==> src/rtl/mux4_rr_arbiter.sv <==
// Round-robin owner selection for a shared 4:1 mux path, with bursts capped at
// MAX_BURST beats and a single-entry registered output stage with valid/ready.
module mux4_rr_arbiter #(
    parameter int WIDTH     = 4,
    parameter int MAX_BURST = 4
) (
    input  logic             clk,
    input  logic             rst_n,
    input  logic [3:0]       req,
    input  logic [WIDTH-1:0] din0,
    input  logic [WIDTH-1:0] din1,
    input  logic [WIDTH-1:0] din2,
    input  logic [WIDTH-1:0] din3,
    output logic [3:0]       gnt,
    output logic [1:0]       sel,
    output logic             out_valid,
    output logic [WIDTH-1:0] out_data,
    input  logic             out_ready,
    output logic             busy
);

    typedef enum logic {
        IDLE = 1'b0,
        OWN  = 1'b1
    } state_t;

    localparam logic [3:0] BURST_MAX = 4'(MAX_BURST);

    state_t           state_q, state_d;
    logic [1:0]       ptr_q, ptr_d;
    logic [1:0]       owner_q, owner_d;
    logic [3:0]       cnt_q, cnt_d;
    logic [1:0]       sel_q, sel_d;
    logic             out_valid_q, out_valid_d;
    logic [WIDTH-1:0] out_data_q, out_data_d;

    logic             load;
    logic             found;
    logic [1:0]       win;
    logic [1:0]       scan_idx;
    logic             grant_en;
    logic [1:0]       grant_idx;
    logic [WIDTH-1:0] mux_data;

    // First requester at or after ptr, wrapping 3 -> 0.
    always_comb begin
        found    = 1'b0;
        win      = 2'd0;
        scan_idx = 2'd0;
        for (int k = 0; k < 4; k++) begin
            scan_idx = ptr_q + 2'(k);
            if (!found && req[scan_idx]) begin
                found = 1'b1;
                win   = scan_idx;
            end
        end
    end

    always_comb begin
        state_d     = state_q;
        ptr_d       = ptr_q;
        owner_d     = owner_q;
        cnt_d       = cnt_q;
        grant_en    = 1'b0;
        grant_idx   = owner_q;
        load        = !out_valid_q || out_ready;

        case (state_q)
            IDLE: begin
                if (load && found) begin
                    grant_en  = 1'b1;
                    grant_idx = win;
                    owner_d   = win;
                    cnt_d     = 4'd1;
                    if (MAX_BURST == 1) begin
                        ptr_d = win + 2'd1;
                    end else begin
                        state_d = OWN;
                    end
                end
            end
            OWN: begin
                // A stalled output freezes the burst even if the owner dropped req.
                if (load) begin
                    if (req[owner_q]) begin
                        grant_en  = 1'b1;
                        grant_idx = owner_q;
                        cnt_d     = cnt_q + 4'd1;
                        if (cnt_q + 4'd1 == BURST_MAX) begin
                            state_d = IDLE;
                            ptr_d   = owner_q + 2'd1;
                            cnt_d   = 4'd0;
                        end
                    end else begin
                        state_d = IDLE;
                        ptr_d   = owner_q + 2'd1;
                        cnt_d   = 4'd0;
                    end
                end
            end
            default: begin
                state_d = IDLE;
            end
        endcase
    end

    always_comb begin
        case (grant_idx)
            2'd0:    mux_data = din0;
            2'd1:    mux_data = din1;
            2'd2:    mux_data = din2;
            default: mux_data = din3;
        endcase
    end

    always_comb begin
        sel_d       = sel_q;
        out_valid_d = out_valid_q;
        out_data_d  = out_data_q;
        if (grant_en) begin
            sel_d       = grant_idx;
            out_valid_d = 1'b1;
            out_data_d  = mux_data;
        end else if (out_ready) begin
            out_valid_d = 1'b0;
        end
    end

    always_ff @(posedge clk or negedge rst_n) begin
        if (!rst_n) begin
            state_q     <= IDLE;
            ptr_q       <= 2'd0;
            owner_q     <= 2'd0;
            cnt_q       <= 4'd0;
            sel_q       <= 2'd0;
            out_valid_q <= 1'b0;
            out_data_q  <= '0;
        end else begin
            state_q     <= state_d;
            ptr_q       <= ptr_d;
            owner_q     <= owner_d;
            cnt_q       <= cnt_d;
            sel_q       <= sel_d;
            out_valid_q <= out_valid_d;
            out_data_q  <= out_data_d;
        end
    end

    // Grant is gated by rst_n so nothing is consumed while reset is held.
    assign gnt       = (grant_en && rst_n) ? (4'b0001 << grant_idx) : 4'b0000;
    assign sel       = sel_q;
    assign out_valid = out_valid_q;
    assign out_data  = out_data_q;
    assign busy      = (state_q == OWN);

endmodule
==> config.mk <==
export PLATFORM = sky130hd
export DESIGN_NAME = mux4_rr_arbiter
export DESIGN_NICKNAME = d
export VERILOG_FILES = /design/src/rtl/mux4_rr_arbiter.sv
export SDC_FILE = /design/constraint.sdc
export NUM_CORES = 1
export LEC_CHECK = 0
export ABC_AREA = 1
export CAP_MARGIN = 25
export CORE_MARGIN = 5
export CORE_UTILIZATION = 47
export CTS_CLUSTER_SIZE = 16
export DETAILED_ROUTE_END_ITERATION = 12
export GPL_TIMING_DRIVEN = 1
export PLACE_DENSITY = 0.75
export SETUP_SLACK_MARGIN = 0.4
export SLEW_MARGIN = 20
export SYNTH_ARGS = -nofsm -noshare
export SYNTH_HDL_FRONTEND = slang
export SYNTH_SLANG_ARGS = --single-unit
==> constraint.sdc <==
create_clock -name clk -period 2.2 [get_ports clk]
set_input_delay 0.44 -clock clk [delete_from_list [all_inputs] [get_ports clk]]
set_output_delay 0.44 -clock clk [all_outputs]
set_load 0.005 [all_outputs]
After elaboration in Yosys (flattened, before gate mapping)
Cells that the tools add are included.

Output and inout port bits: 12. Word-level logic and storage cells: 78. Input bits: 23. Register bits after elaboration: 16.

Add/subtract/negate cells: 5. Multiplexer cells: 39. Equal/unequal tests: 6. Bitwise logic cells: 1. Shift operators: 1. Reduce and logical (&&, ||, !) cells: 14. Order comparisons: 5.

Operator list (number): $mux W4 (5); $mux W1 (17); $lt A2 B3 Y1 const B (5); $mux W2 (7); $pmux W4 S3 (1); $bmux W1 S2 (5); $pmux W4 S2 (1); $logic_and A1 B1 Y1 (5); $add A2 B1 Y2 const B (2); $add A2 B2 Y2 const B (2); $add A4 B1 Y4 const B (1); $eq A4 B3 Y1 const B (1); $logic_not A1 Y1 (4); $ne A2 B1 Y1 const B (2); $pmux W1 S2 (2); $pmux W2 S2 (1); $shl A1 B2 Y4 const A (1); $reduce_and A3 Y1 (1); $eq A2 B1 Y1 const B (1); $eq A2 B2 Y1 const B (1); $logic_not A2 Y1 (1); $ne A2 B2 Y1 const B (1); $reduce_and A2 Y1 (1); $reduce_bool A2 Y1 (1); other kinds (2) (2).

Depth between registers and ports, before layout
Depth after elaboration: 17. Mapped depth: 17. Depth with buffers taken out: 16.

Worst setup path after synthesis
Ideal clock, no wire load.

Path kind: reg2out. From: register ptr_q[0]. To: output port gnt[0]. Data arrival time: 1617 ps. Required time: 1760 ps. Cell stages (with the launch flop): 14. Slack: 143 ps. Path buffers: 1. Path through: dfrtp_1 -> buf_6 -> nand2_1 -> nand2_1 -> nand2_1 -> nand2_2 -> nor2_4 -> nand3_2 -> nand3_4 -> inv_2 -> a21oi_4 -> inv_2 -> nand2_1 -> nor3_1.

Word-level cells in the longest chain between the ends: 17.

RTL lines: from (decl) (RTL line 30) `logic [1:0] ptr_q, ptr_d;`; from (signal assigned) (RTL line 140) `ptr_q <= ptr_d;`; branches (longest 16 deep; another with $add A2 B1 Y2); $mux W4 * (RTL line 150) `assign gnt = (grant_en && rst_n) ? (4'b0001 << grant_idx) : 4'b0000;`; to (decl) (RTL line 14) `output logic [3:0] gnt,`.

Every way passes the cells marked *. The select of a mux whose other input is x is not followed.

Worst setup path in the final report
From: register ptr_q[0]. To: output port gnt[3].

Same word-level chain as after synthesis.

==> results.txt <==
The run finished, with violations left. The final reports fail on setup timing. The standard-cell row count is 18.

The number of nets at the end of the flow came out at 288. For this run, the number of Yosys warnings is 0. STA classifies the critical path endpoint as an output port.

The max-cap violation count came out at 0. The die extent in y is a little over 60 µm. The worst clock skew came out at approximately 0.0076 ns. The count of final max-slew check failures came out at 0. At the pin with the least slew margin, the transition time is between 0.2 and 0.3 ns. Dividing the detail-routed wire length by the instance count gives approximately 17 µm. The synthesized netlist occupies a cell area of ~1300 µm².

Summed over all instances, the cell type with the most area after synthesis is sky130_fd_sc_hd__dfrtp_1. Per report_power, the combinational group accounts for 80.5% of the total. The highest clock frequency the design can meet came out at approximately 380 MHz. The net count after synthesis came out at between 200 and 250. The worst setup path is launched from a flip-flop.

The core occupancy in the finished layout is 88.54%. The CTS sink count came out at 16. The via count is ~1600. The total global routing track utilization is approximately 26%. The clock-pin slew on the worst setup and hold paths is 0.10 ns. Pin placement for this block handled 35 I/O pins. The power per cell area is 1765 nW/µm². The total overflow reported by the global router came out at 0. The TritonCTS clock tree is built. In this design, the critical path's most frequently occurring cell is sky130_fd_sc_hd__nand2_4. The fraction of power consumed by sequential logic is 14.5%. The placeable core region is 2522 µm². Port buffering added 34 buffers. Data arrives at the worst endpoint at 2.19 ns. The worst-case setup slack after placement is -0.8526 ns. The top-area cell type share of the netlist area came out at 31.62%. The cell-internal power came out at 0.001942 W. The clock power share came out at roughly 5%. The global-route wire length before repair came out at about 7.3 mm.

Once the floorplan was initialized, standard cells occupied 50.20% of the core. Setup violations remaining at the end of the flow were counted as 12. The critical path is of the reg2out type.

The count of final hold-check violations came out at 0. The root buffer cell chosen for the clock tree is sky130_fd_sc_hd__clkbuf_4. The initial antenna violation count came to 0. The portion of the post-synthesis area used by sequential elements came out at 31.62%. The path class of the tightest hold or removal check is reg2reg. The number of different library cells used by synthesis comes to 25. For the worst setup path, the data required time is 1.76 ns. The number of global-route vias before repair is about 1700. The area growth from synthesis to layout is 76.38%. The total area of multi-input combinational cells came out at 998.5 µm². The delay of the slowest critical-path stage came out at ~0.47 ns. The first-pass iteration count of the detailed router is 4. The violation count after the first detailed-routing iteration came out at a little over 90. In the final layout, the share of cells above drive strength 1 is about 44%. Traced cell by cell, the critical path runs through buf_6 -> nand2_4 -> nand2_8 -> nand2_4 -> inv_2 -> nor2_2 -> nand3_4 -> nand3_4 -> inv_4 -> a21oi_4 -> inv_2 -> nand2_4 -> nor3_2 -> buf_2. The highest ir drop seen on vdd came out at about 1300 µV.

The total wirelength of the detailed-routed design came out at 4.977 mm. Clock latency on the worst-skew pair, taken at its later pin, is 0.30 ns. The weighted congestion at the end of routability-driven global placement is 0.8285.

The maximum count of clock buffers along a single path is 2. The cell area after placement came out at 1846 µm². The cell count after synthesis came out at 187. The fraction of power spent switching nets came out at between 50% and 60%. Yosys attributes the largest share of cell area to sky130_fd_sc_hd__dfrtp_1, sky130_fd_sc_hd__nand2_1, sky130_fd_sc_hd__nand3_1. The die is 61.91 µm wide. The worst pin sits at a relative slew slack of 80.28%. The slack of the critical path is -0.4303 ns.

The half-perimeter wire length after placement is 2.928 mm. The number of inserted filler cells in the final layout is 129. The maximum number of pins on one net before global-route repair is 17. After clock tree synthesis, the flow added hold-fix buffers numbering 0. The level count of the clock H-tree came out at 1. The via density per instance is 5.613. The post-layout instance area came out at roughly 2200 µm².

The area used by sequential logic in the layout came out at about 400 µm². The worst-path maximum fanout is 7. The switching component of the power is roughly 0.002 W.

The post-synthesis sequential element count came out at 16. The area of the die is around 3800 µm². The post-route setup TNS came out at -2.059 ns. For this design the static power due to leakage is 1.158 nW. The largest individual stage delay along the critical path comes from the cell sky130_fd_sc_hd__dfrtp_2. The antenna diode instance count is 0. The shortest clock period the worst path allows after layout came out at approximately 2.6 ns. Averaged over all synthesized cells, the footprint is 6.771 µm². In the finished design, the share of the clock period the worst path needs comes to 119.6%. The post-route DRC violation count came out at 0. The number of nets with antenna violations after routing is 0. The number of clock buffers inserted by TritonCTS came out at 3.

Setup repair after global routing could not meet its margin everywhere.
[worst paths after layout]
path / cells past startpoint / slack (ns) / start / endpoint
worst min-delay path: 2 / 0.49 / out_data[2] / out_data[2]
worst max register to register: 16 / -0.10 / ptr_q[0] / out_data[0]
worst min register to register: 2 / 0.49 / out_data[2] / out_data[2]
max in group asynchronous: 2 / 1.45 / rst_n / ptr_q[0]
worst max-delay path: 14 / -0.43 / ptr_q[0] / gnt[3]
min in group asynchronous: 2 / 0.56 / rst_n / cnt_q[0]
[power by group through the flow]
stage / Sequential (W) / Clock (W) / Combinational [W]
finish: 0.000571 / 0.000198 / 0.00317
CTS: 0.000539 / 0.000198 / 0.00263
floorplan: 0.000536 / 0 / 0.00135
detailed placement: 0.000533 / 0 / 0.00223
global placement: 0.000529 / 0 / 0.00215
global route: 0.000587 / 0.000215 / 0.00342
[layer usage]
layer	part of all wire (%)	global-route usage, %	wire, µm
met3	7.5	8.678	375
met2	52	45.59	2611
met4	4.4	12.12	218
met5	0	0	0
met1	36	27.19	1771
[worst max-delay path: cells and delay by family (launching register included)]
family / cells / cell delay (ns)
and+or+nand+nor: 8 / 0.81
AOI/OAI and AO/OA: 1 / 0.14
DFF: 1 / 0.47
buffers and inverters: 5 / 0.46
[cell usage after synthesis, drive strengths merged]
cell type and instances:
nand2 70, inv 25, nand3 22, dfrtp 16, o21ai 16, nor2 12, a21oi 5, nand3b 4
nor3 4, buf 3, nand4 3, ha 2, xor2 2, a22oi 1, o21a 1, o31ai 1
[placed cells by master (no fill, tap or decap), types with 5 or more instances in the layout]
master,synthesis,final
sky130_fd_sc_hd__o21ai_1,4,5
sky130_fd_sc_hd__inv_1,20,17
sky130_fd_sc_hd__nand2_1,64,40
sky130_fd_sc_hd__nand2_4,0,16
sky130_fd_sc_hd__o21ai_0,10,6
sky130_fd_sc_hd__dfrtp_1,16,14
sky130_fd_sc_hd__buf_4,0,31
sky130_fd_sc_hd__nand3_1,19,17
sky130_fd_sc_hd__nor2_4,3,6
sky130_fd_sc_hd__buf_6,3,8
sky130_fd_sc_hd__nand2_2,6,13
sky130_fd_sc_hd__clkdlybuf4s50_1,0,26
[registers in the layout (all words and copies together), names as in the netlist]
| name | cells |
|---|---|
| busy | 1 |
| cnt_q | 4 |
| out_data | 4 |
| out_valid | 1 |
| owner_q | 2 |
| ptr_q | 2 |
| sel | 2 |
[cells by family (layout without fill, tap and decap cells)]
group | Yosys count | after routing | share of synthesized area [%]
adder cells (fa/ha/maj) | 2 | 2 | 1.976
XOR/XNOR | 2 | 2 | 1.384
AND/OR/NAND/NOR | 115 | 115 | 43.38
buffers and inverters | 28 | 103 | 10.08
AO/OA/AOI/OAI | 24 | 24 | 11.56
flip-flops | 16 | 16 | 31.62
[stage by stage]
step	hold slack, ns	instances	total power [W]
floorplan	0.1444	187	0.001890
CTS	0.4967	290	0.003369
global placement	0.4709	277	0.002683
global route	0.5409	292	0.004220
detailed placement	0.4655	277	0.002760
finish	0.4923	292	0.003943
[timing repair]
item	CTS	global route
cloned	1	0
endpoints found under the hold margin	0	0
setup endpoints to repair	18	18
pin swaps	11	17
gates resized for setup	55	53
setup buffers	8	2
[cell type report]
type | count | share of cell area [%]
multi-input combinational | 143 | 44.71
timing repair buffer | 74 | 29.08
sequential | 16 | 18.04
inverter | 25 | 4.874
tap | 30 | 1.681
clock buffer | 4 | 1.625
Power figures use the tool's default switching activity.
